==> src/rtl/seq_detector_param_if.sv <==
// Bundle of serial-input, control and result signals for seq_detector_param.
// The master drives the stream and controls; the slave returns the results.
interface seq_detector_param_if #(
  parameter int PAT_W = 4,
  parameter int CNT_W = 8
);
  logic             in;
  logic             in_valid;
  logic [PAT_W-1:0] pattern;
  logic             load;
  logic             overlap;
  logic             count_clr;
  logic             detector;
  logic [CNT_W-1:0] match_count;

  modport master (
    output in, in_valid, pattern, load, overlap, count_clr,
    input  detector, match_count
  );

  modport slave (
    input  in, in_valid, pattern, load, overlap, count_clr,
    output detector, match_count
  );
endinterface

==> src/rtl/seq_detector_param.sv <==
// Serial pattern detector with a loadable PAT_W-bit target, overlapping or
// non-overlapping detection, a one-cycle match pulse and a saturating counter.
module seq_detector_param #(
  parameter int PAT_W = 4,
  parameter int CNT_W = 8
) (
  input logic              clk,
  input logic              nrst,
  seq_detector_param_if.slave bus
);
  localparam int FW = $clog2(PAT_W + 1);
  localparam logic [FW-1:0] FILL_FULL = FW'(PAT_W);

  logic [PAT_W-1:0] pat_reg;
  // Only the newest PAT_W-1 bits are kept; with the incoming bit they form the window.
  logic [PAT_W-2:0] hist_reg;
  logic [FW-1:0]    fill_reg;
  logic             detector_reg;
  logic [CNT_W-1:0] count_reg;

  logic [PAT_W-1:0] hist_next;
  logic [FW-1:0]    fill_next;
  logic             match;

  assign hist_next = {hist_reg, bus.in};
  assign fill_next = (fill_reg == FILL_FULL) ? fill_reg : fill_reg + FW'(1);
  assign match     = bus.in_valid && !bus.load && (hist_next == pat_reg) &&
                     (fill_next == FILL_FULL);

  always_ff @(posedge clk) begin
    if (!nrst) begin
      pat_reg      <= '1;
      hist_reg     <= '0;
      fill_reg     <= '0;
      detector_reg <= 1'b0;
      count_reg    <= '0;
    end else begin
      detector_reg <= 1'b0;
      if (bus.load) begin
        pat_reg  <= bus.pattern;
        fill_reg <= '0;
      end else if (bus.in_valid) begin
        hist_reg <= hist_next[PAT_W-2:0];
        if (match) begin
          detector_reg <= 1'b1;
          // Non-overlapping mode forces a full fresh window before the next match.
          fill_reg     <= bus.overlap ? FILL_FULL : '0;
          if (count_reg != '1) begin
            count_reg <= count_reg + CNT_W'(1);
          end
        end else begin
          fill_reg <= fill_next;
        end
      end
      if (bus.count_clr) begin
        count_reg <= '0;
      end
    end
  end

  assign bus.detector    = detector_reg;
  assign bus.match_count = count_reg;
endmodule
==> src/flat_wrapper.sv <==
// flat-port wrapper written by rule: the top's interface ports become plain ports
module seq_detector_param_flat 
#(
  parameter int PAT_W = 4,
  parameter int CNT_W = 8
)
  (clk, nrst, bus_in, bus_in_valid, bus_pattern, bus_load, bus_overlap, bus_count_clr, bus_detector, bus_match_count);
  seq_detector_param_if #(.PAT_W(PAT_W), .CNT_W(CNT_W)) bus_i ();
  input logic clk;
  input logic nrst;
  input wire logic [$bits(bus_i.in)-1:0] bus_in;
  input wire logic [$bits(bus_i.in_valid)-1:0] bus_in_valid;
  input wire logic [$bits(bus_i.pattern)-1:0] bus_pattern;
  input wire logic [$bits(bus_i.load)-1:0] bus_load;
  input wire logic [$bits(bus_i.overlap)-1:0] bus_overlap;
  input wire logic [$bits(bus_i.count_clr)-1:0] bus_count_clr;
  output wire logic [$bits(bus_i.detector)-1:0] bus_detector;
  output wire logic [$bits(bus_i.match_count)-1:0] bus_match_count;
  assign bus_i.in = bus_in;
  assign bus_i.in_valid = bus_in_valid;
  assign bus_i.pattern = bus_pattern;
  assign bus_i.load = bus_load;
  assign bus_i.overlap = bus_overlap;
  assign bus_i.count_clr = bus_count_clr;
  assign bus_detector = bus_i.detector;
  assign bus_match_count = bus_i.match_count;
  seq_detector_param #(.PAT_W(PAT_W), .CNT_W(CNT_W)) u_core (.clk(clk), .nrst(nrst), .bus(bus_i));
endmodule
==> config.mk <==
export PLATFORM = sky130hd
export DESIGN_NAME = seq_detector_param_flat
export DESIGN_NICKNAME = d
export VERILOG_FILES = /design/src/rtl/seq_detector_param_if.sv /design/src/rtl/seq_detector_param.sv /design/src/flat_wrapper.sv
export SDC_FILE = /design/constraint.sdc
export NUM_CORES = 1
export LEC_CHECK = 0
export ABC_CLOCK_PERIOD_IN_PS = 3200
export CAP_MARGIN = 20
export CELL_PAD_IN_SITES_DETAIL_PLACEMENT = 0
export CELL_PAD_IN_SITES_GLOBAL_PLACEMENT = 1
export CORE_MARGIN = 1
export CORE_UTILIZATION = 36
export DETAILED_ROUTE_END_ITERATION = 12
export PLACE_DENSITY = 0.83
export SYNTH_ARGS = -nofsm -noshare
export SYNTH_HDL_FRONTEND = slang
export SYNTH_SLANG_ARGS = --single-unit
==> constraint.sdc <==
create_clock -name clk -period 3.2 [get_ports clk]
set_input_delay 0.64 -clock clk [delete_from_list [all_inputs] [get_ports clk]]
set_output_delay 0.64 -clock clk [all_outputs]
set_load 0.005 [all_outputs]
Word-level counts from Yosys, hierarchy flattened
Index checks and enable logic that the tools add are counted.
{"block": "totals", "reg_bits": 19, "in_bits": 11, "elab_cells": 27}
{"block": "op_classes", "n_mux": 4, "bitwise": 3, "n_addsub": 2, "reduce_logical": 9, "n_eq_ne": 4}
{"cell": "$mux 3", "count": 3}
{"cell": "$add 8x1->8 const B", "count": 1}
{"cell": "$ne 8x8->1 const B", "count": 1}
{"cell": "$eq 3x3->1 const B", "count": 2}
{"cell": "$eq 4x4->1", "count": 1}
{"cell": "$reduce_and 4->1", "count": 1}
{"cell": "$reduce_or 2->1", "count": 2}
{"cell": "$add 3x1->3 const B", "count": 1}
{"cell": "$logic_and 1x1->1", "count": 3}
{"cell": "$not 1->1", "count": 3}
{"cell": "$reduce_or 3->1", "count": 1}
{"cell": "$reduce_and 2->1", "count": 1}
{"cell": "$logic_not 1->1", "count": 1}
{"cell": "$mux 1", "count": 1}

Longest topological paths before layout
Gate-level depths: netlist of run 1.
{"block": "depth", "word_depth": 5, "mapped_depth": 8}

Least setup slack after synthesis of run 1
Ideal clock, no wire load.
{"block": "synth_path", "path_kind": "input -> register", "start": "input bus_load", "end": "register u_core.count_reg[4], in the netlist u_core.bus.match_count[4]", "cell_stages": 7, "path_slack_ns": 0.958, "required_time_ns": 3.130, "t_arrival_ns": 2.172, "path_buffers": 2, "setup_time_ns": 0.070, "cell_sequence": "buf_6 -> nor3b_2 -> nand4b_1 -> or4_1 -> buf_2 -> or3_1 -> a21oi_1"}
{"block": "synth_via", "elab_chain_cells": 5, "word_cells_on_any_way": 6}
{"item": "from (decl)", "line_no": "flat_wrapper.sv:14", "source": "input wire logic [$bits(bus_i.load)-1:0] bus_load;"}
{"item": "$logic_not 1->1", "line_no": "seq_detector_param.sv:27", "source": "assign match = bus.in_valid && !bus.load && (hist_next == pat_reg) &&"}
{"item": "$logic_and 1x1->1 (3 in a row)", "line_no": "seq_detector_param.sv:27"}
{"item": "$reduce_and 4->1 (no source line) *"}
{"item": "to (signal assigned)", "line_no": "seq_detector_param.sv:49", "source": "count_reg <= count_reg + CNT_W'(1);"}
{"item": "to (decl)", "line_no": "seq_detector_param.sv:19", "source": "logic [CNT_W-1:0] count_reg;"}
Mark *: on every way between the ends. The rest lies on a longest branch, timed or not.
A chain may end at the register's enable or synchronous reset.

Worst setup path after layout of run 1
{"block": "layout_path", "start": "input bus_in_valid", "end": "register u_core.count_reg[4], in the netlist u_core.bus.match_count[4]"}
{"block": "layout_via", "elab_chain_cells": 4}
{"item": "from (decl)", "line_no": "flat_wrapper.sv:12", "source": "input wire logic [$bits(bus_i.in_valid)-1:0] bus_in_valid;"}
{"item": "$logic_and 1x1->1 (3 in a row)", "line_no": "seq_detector_param.sv:27"}
{"item": "$reduce_and 4->1 (no source line) *"}
Marks and branches as above.

==> flow_summary.json, run 1 <==
{
  "pre_cts_slack_ns": 0.337,
  "wire_length_of_the_first_global_routing_pass_mm": 2.69,
  "cts.clk_slew.worst_paths_ns": 0.11,
  "slew_headroom": 0.692,
  "initial_detailed_routing_violation_count": 10,
  "floorplan.io_pins": 20,
  "layout_worst_path_cycle_share": 0.797,
  "row_count": 17,
  "core_area_um2": 2300,
  "post_route_cells_drive_above_1_share": 0.0588,
  "critical_path_required_ns": 3.43,
  "chip_width_um": 52.4,
  "post-layout-total-power_w": 0.000406,
  "initial_core_util": 0.398,
  "crit_type": "input port to flop",
  "die_area_um2": 2740,
  "post_cts_buffers": 0,
  "clk-insertion-delay-late_ns": 0.29,
  "maxClockFrequency_ghz": 0.392,
  "detailroute.via_count": 732,
  "yosysMostFrequentCell": "sky130_fd_sc_hd__dfxtp_1",
  "final.fill_count": 228,
  "cell_chosen_for_the_clock_root": "sky130_fd_sc_hd__clkbuf_4",
  "route.detailed.wl_per_inst_um": 11.2,
  "design.final.nets": 134,
  "ctsHoldBuffers": 0,
  "ys_dominant_reg_cell": "sky130_fd_sc_hd__dfxtp_1",
  "n_antenna_cell": 0,
  "synthTopCellsByArea": "sky130_fd_sc_hd__dfxtp_1, sky130_fd_sc_hd__mux2i_1, sky130_fd_sc_hd__xnor2_1",
  "final_hold_viol_count": 0,
  "worst_hold_path_type": "flop to flop",
  "postSynthRegisterBits": 19,
  "syn-cell-area_um2": 913,
  "grt_antenna_before_repair": 0,
  "gr-usage-all-layers": 0.135,
  "total_drc_errors_in_the_routed_layout": 0,
  "sum_of_negative_setup_slack_ns": 0,
  "hpwl_mm": 1.25,
  "period_minus_slack_ns": 2.55,
  "synth_enable_flop_cells": 0,
  "tightestPinTransition_ns": 0.458,
  "async_flop_share": 0,
  "critical_path.max_fanout": 10,
  "via_per_inst": 4.98,
  "largest_register_ffs": 8,
  "cp.arrival_ns": 2.78,
  "grt-ovfl-total": 0,
  "ff_latch_area_um2": 380,
  "outcome": "completed",
  "yosys_warnings": 0,
  "grt_start_max_net_pins": 12,
  "finalSetupViolations": 0,
  "start_kind": "input port",
  "vdd.ir_drop.worst_v": 0.000248,
  "ys_types": 31,
  "finClkSkew_ns": 0.00487,
  "netlist_instances": 99,
  "multiInputGateArea_um2": 502,
  "final_estimated_routing_congestion_in_global_placement": 0.762,
  "vias_in_the_first_global_route": 646,
  "die_h_um": 52.4,
  "cts-htree-levels": 1,
  "dr.pass1.iters": 4,
  "p_leak_nw": 0.413,
  "tritoncts_sinks": 19,
  "cap_violations": 0,
  "synth_fp_nets": 113,
  "grt_setup_unrepaired": "no",
  "cts_resized": 0,
  "timing.critical_path.to_type": "flop",
  "area_growth_pct": 25.9,
  "tritoncts": "yes",
  "synthTopCellsByCount": "sky130_fd_sc_hd__dfxtp_1, sky130_fd_sc_hd__mux2i_1, sky130_fd_sc_hd__a21oi_1, sky130_fd_sc_hd__nand2_1, sky130_fd_sc_hd__nand3_1",
  "placement.io_buffers": 19,
  "final-max-slew-violation-count": 0,
  "post-route-worst-setup-slack_ns": 0.648,
  "power_density_nw_per_um2": 353,
  "yosysTopAreaCellShare": 0.416,
  "drtAntennaViolNets": 0,
  "cts_buffer_depth": 2,
  "synth.largest_area_cell": "sky130_fd_sc_hd__dfxtp_1",
  "seq_area_frac_synth": 0.416,
  "aggregate_routed_wire_length_mm": 1.64,
  "total_clock_buffers_created_by_cts": 3,
  "postSynthAreaPerCell_um2": 9.23
}
[per-layer routing]
layer | vias up | global-route usage | share of wire | wire (um)
li1 | 392 | - | - | -
met1 | 327 | 0.182 | 0.53 | 869
met2 | 11 | 0.198 | 0.43 | 700
met3 | 2 | 0.0261 | 0.034 | 56
met4 | 0 | 0.0789 | 0.010 | 17
met5 | - | 0 | 0 | 0
[power by group]
group,switching [W],internal [W]
sequential,0.00000372,0.000241
combinational,0.0000155,0.0000243
clock,0.0000743,0.0000465
[cells in the final DEF (no fill, tap or decap), types with 5 or more instances in the layout]
cell type,synthesis,final
sky130_fd_sc_hd__clkdlybuf4s50_1,0,19
sky130_fd_sc_hd__dfxtp_1,19,19
sky130_fd_sc_hd__mux2i_1,9,9
sky130_fd_sc_hd__nand2_1,7,7
sky130_fd_sc_hd__a21oi_1,7,7
sky130_fd_sc_hd__nand3_1,6,6
sky130_fd_sc_hd__o21ai_0,5,5
sky130_fd_sc_hd__xnor2_1,5,5
[metrics by stage]
stage / utilization / hold slack [ns] / std cells / cell area [um^2]
floorplan: - / 0.463 / 99 / 913
global placement: 0.489 / 0.483 / 143 / 1120
detailed placement: 0.489 / 0.484 / 143 / 1120
CTS: 0.501 / 0.513 / 147 / 1150
global route: 0.501 / 0.537 / 147 / 1150
finish: 0.501 / 0.506 / 147 / 1150
[cell families (layout without fill, tap and decap cells)]
logic type | count (synthesis) | count (layout) | share of synthesized area
AO/OA/AOI/OAI | 15 | 15 | 0.0904
XOR/XNOR | 6 | 6 | 0.0575
adder cells (fa/ha/maj) | 3 | 3 | 0.0411
buffers and inverters | 6 | 26 | 0.0342
flip-flops | 19 | 19 | 0.416
multiplexers | 9 | 9 | 0.0986
AND/OR/NAND/NOR | 41 | 41 | 0.262
[worst max-delay path, cell delays in order]
cell and delay [ns]:
sky130_fd_sc_hd__clkdlybuf4s50_1 0.56, sky130_fd_sc_hd__nor3b_2 0.19, sky130_fd_sc_hd__nand4b_1 0.15, sky130_fd_sc_hd__or4_1 0.70, sky130_fd_sc_hd__or3_1 0.40, sky130_fd_sc_hd__a21oi_1 0.15
[final timing paths]
check	from	to	slack, ns	depth (start not counted)
setup / recovery	bus_in_valid	u_core.bus.match_count[4]	0.65	6
hold / removal	u_core.pat_reg[3]	u_core.pat_reg[3]	0.51	2
setup reg to reg	u_core.fill_reg[0]	u_core.bus.match_count[4]	0.80	7
hold reg to reg	u_core.pat_reg[3]	u_core.pat_reg[3]	0.51	2
[area by class of cell]
| cell class | instances | area share |
|---|---|---|
| tap | 28 | 0.0305 |
| sequential | 19 | 0.331 |
| clock inverter | 1 | 0.00435 |
| clock buffer | 3 | 0.0196 |
| inverter | 2 | 0.00653 |
| multi-input combinational | 74 | 0.436 |
| timing repair buffer | 20 | 0.172 |
Power figures use the tool's default switching activity.
==> inputs of run 2 (changes only) <==
--- a/config.mk
+++ b/config.mk
@@ -5,7 +5,7 @@
 export SDC_FILE = /design/constraint.sdc
 export NUM_CORES = 1
 export LEC_CHECK = 0
-export ABC_CLOCK_PERIOD_IN_PS = 3200
+export ABC_CLOCK_PERIOD_IN_PS = 2500
 export CAP_MARGIN = 20
 export CELL_PAD_IN_SITES_DETAIL_PLACEMENT = 0
 export CELL_PAD_IN_SITES_GLOBAL_PLACEMENT = 1
==> constraint.sdc (replaced) <==
create_clock -name clk -period 2.5 [get_ports clk]
set_input_delay 0.5 -clock clk [delete_from_list [all_inputs] [get_ports clk]]
set_output_delay 0.5 -clock clk [all_outputs]
set_load 0.005 [all_outputs]
==> run 2 against run 1 <==
Effect of this change:
- first-iteration DRC count decreased by 40%
- worst setup slack got worse by 0.39 ns
- final cell count rose by 2.7%
- combinational power rose by 32%
- largest cell class unchanged
- largest power group unchanged
==> flow_summary.json, run 2 (synthesis results as in run 1) <==
{
  "cell_chosen_for_the_clock_root": "sky130_fd_sc_hd__clkbuf_4",
  "final.fill_count": 225,
  "die_h_um": 52.4,
  "vdd.ir_drop.worst_v": 0.000285,
  "n_antenna_cell": 0,
  "start_kind": "flop",
  "post_route_cells_drive_above_1_share": 0.0976,
  "route.detailed.wl_per_inst_um": 10.9,
  "total_clock_buffers_created_by_cts": 3,
  "floorplan.io_pins": 20,
  "power_density_nw_per_um2": 439,
  "layout_worst_path_cycle_share": 0.897,
  "top_library_cells_by_usage_in_the_layout_fill_and_taps_aside": "sky130_fd_sc_hd__clkdlybuf4s50_1, sky130_fd_sc_hd__dfxtp_1, sky130_fd_sc_hd__mux2i_1",
  "aggregate_routed_wire_length_mm": 1.65,
  "critical_path.max_fanout": 7,
  "worst_hold_path_type": "flop to flop",
  "finClkSkew_ns": 0.00258,
  "non_filler_cells_in_the_finished_layout": 151,
  "core_area_um2": 2300,
  "critical_path_required_ns": 2.73,
  "grt-ovfl-total": 0,
  "drtAntennaViolNets": 0,
  "maxClockFrequency_ghz": 0.446,
  "cp_slowest_stage_delay_ns": 0.57,
  "initial_detailed_routing_violation_count": 6,
  "final_hold_viol_count": 0,
  "final_estimated_routing_congestion_in_global_placement": 0.778,
  "tritoncts_sinks": 19,
  "wire_length_of_the_first_global_routing_pass_mm": 2.75,
  "dr.pass1.iters": 4,
  "crit_type": "flop to flop",
  "finalSetupViolations": 0,
  "detailroute.via_count": 740,
  "crit_chain": "inv_1, ha_1, nor3b_2, nand4b_1, or4_4, or3_1, a21oi_1",
  "hpwl_mm": 1.29,
  "cts-htree-levels": 1,
  "finish.utilization": 0.515,
  "vias_in_the_first_global_route": 622,
  "cts_buffer_depth": 2,
  "die_area_um2": 2740,
  "cts.clk_slew.worst_paths_ns": 0.11,
  "tightestPinTransition_ns": 0.345,
  "final-max-slew-violation-count": 0,
  "ctsHoldBuffers": 0,
  "placement.io_buffers": 19,
  "clk-insertion-delay-late_ns": 0.29,
  "slew_headroom": 0.767,
  "tritoncts": "yes",
  "ff_latch_area_um2": 380,
  "outcome": "completed",
  "grt_antenna_before_repair": 0,
  "chip_width_um": 52.4,
  "period_minus_slack_ns": 2.24,
  "design.final.nets": 138,
  "crit_slowest_cell": "sky130_fd_sc_hd__or4_4",
  "row_count": 17,
  "sum_of_negative_setup_slack_ns": 0,
  "placed_cells_incl_taps": 147,
  "fin_worst_hold_slack_ns": 0.506,
  "initial_core_util": 0.398,
  "p_leak_nw": 0.433,
  "total_drc_errors_in_the_routed_layout": 0,
  "largest_register_ffs": 8,
  "timing.critical_path.to_type": "flop",
  "cp.arrival_ns": 2.47,
  "grt_start_max_net_pins": 12,
  "grt_setup_unrepaired": "no",
  "cap_violations": 0,
  "via_per_inst": 4.90,
  "multiInputGateArea_um2": 505,
  "gr-usage-all-layers": 0.141,
  "area_growth_pct": 29.6
}
## run 2: worst paths after layout
path	startpoint	endpoint	slack [ns]	cells after the start
min reg2reg	u_core.bus.match_count[5]	u_core.bus.match_count[5]	0.51	2
min	u_core.bus.match_count[5]	u_core.bus.match_count[5]	0.51	2
max	u_core.fill_reg[0]	u_core.bus.match_count[7]	0.26	7
max reg2reg	u_core.fill_reg[0]	u_core.bus.match_count[7]	0.26	7
## run 2: critical path, delay by kind of cell (launching register included)
kind / cells / cell delay, ns
DFF: 1 / 0.40
adders and majority gates: 1 / 0.32
buffers and inverters: 1 / 0.09
and+or+nand+nor: 4 / 1.23
AOI/OAI and AO/OA: 1 / 0.14
## run 2: layout make-up
| class | count | share of cell area |
|---|---|---|
| Clock buffer | 3 | 0.0190 |
| Clock inverter | 1 | 0.00423 |
| Inverter | 2 | 0.00634 |
| Multi-Input combinational cell | 74 | 0.427 |
| Sequential cell | 19 | 0.321 |
| Tap cell | 28 | 0.0296 |
| Timing Repair Buffer | 24 | 0.192 |
## run 2: per-layer routing
metal | global-route usage | vias up | routed length (um)
li1 | - | 400 | -
met1 | 0.184 | 327 | 854
met2 | 0.215 | 11 | 721
met3 | 0.0348 | 2 | 57
met4 | 0.0658 | 0 | 12
met5 | 0 | - | 0
## run 2: timing repair
action                     in CTS  in global routing
resized for setup               0                  1
setup buffers                   0                  0
setup endpoints to repair       0                  1
## run 2: stage by stage
step           worst slack (ns)  total power [W]  cell area (um^2)
2_1_floorplan             0.302         0.000351               913
3_3_place_gp             0.0390         0.000372              1150
3_5_place_dp             0.0240         0.000374              1150
4_1_cts                   0.173         0.000530              1180
5_1_grt                  0.0738         0.000549              1180
6_report                  0.258         0.000520              1180
## run 2: power breakdown
group,switching (W),internal [W],leakage [nW]
combinational,0.0000203,0.0000323,0.261
sequential,0.00000483,0.000309,0.154
clock,0.0000941,0.0000595,0.0177
==> inputs of run 3 (changes only) <==
==> constraint.sdc (replaced) <==
create_clock -name clk -period 2.5 [get_ports clk]
set_input_delay 0.5 -clock clk [delete_from_list [all_inputs] [get_ports clk]]
set_output_delay 0.5 -clock clk [all_outputs]
set_load 0.01 [all_outputs]
==> results of run 3 <==
Same layout as run 2: the final DEF is identical, and so are final timing and power.
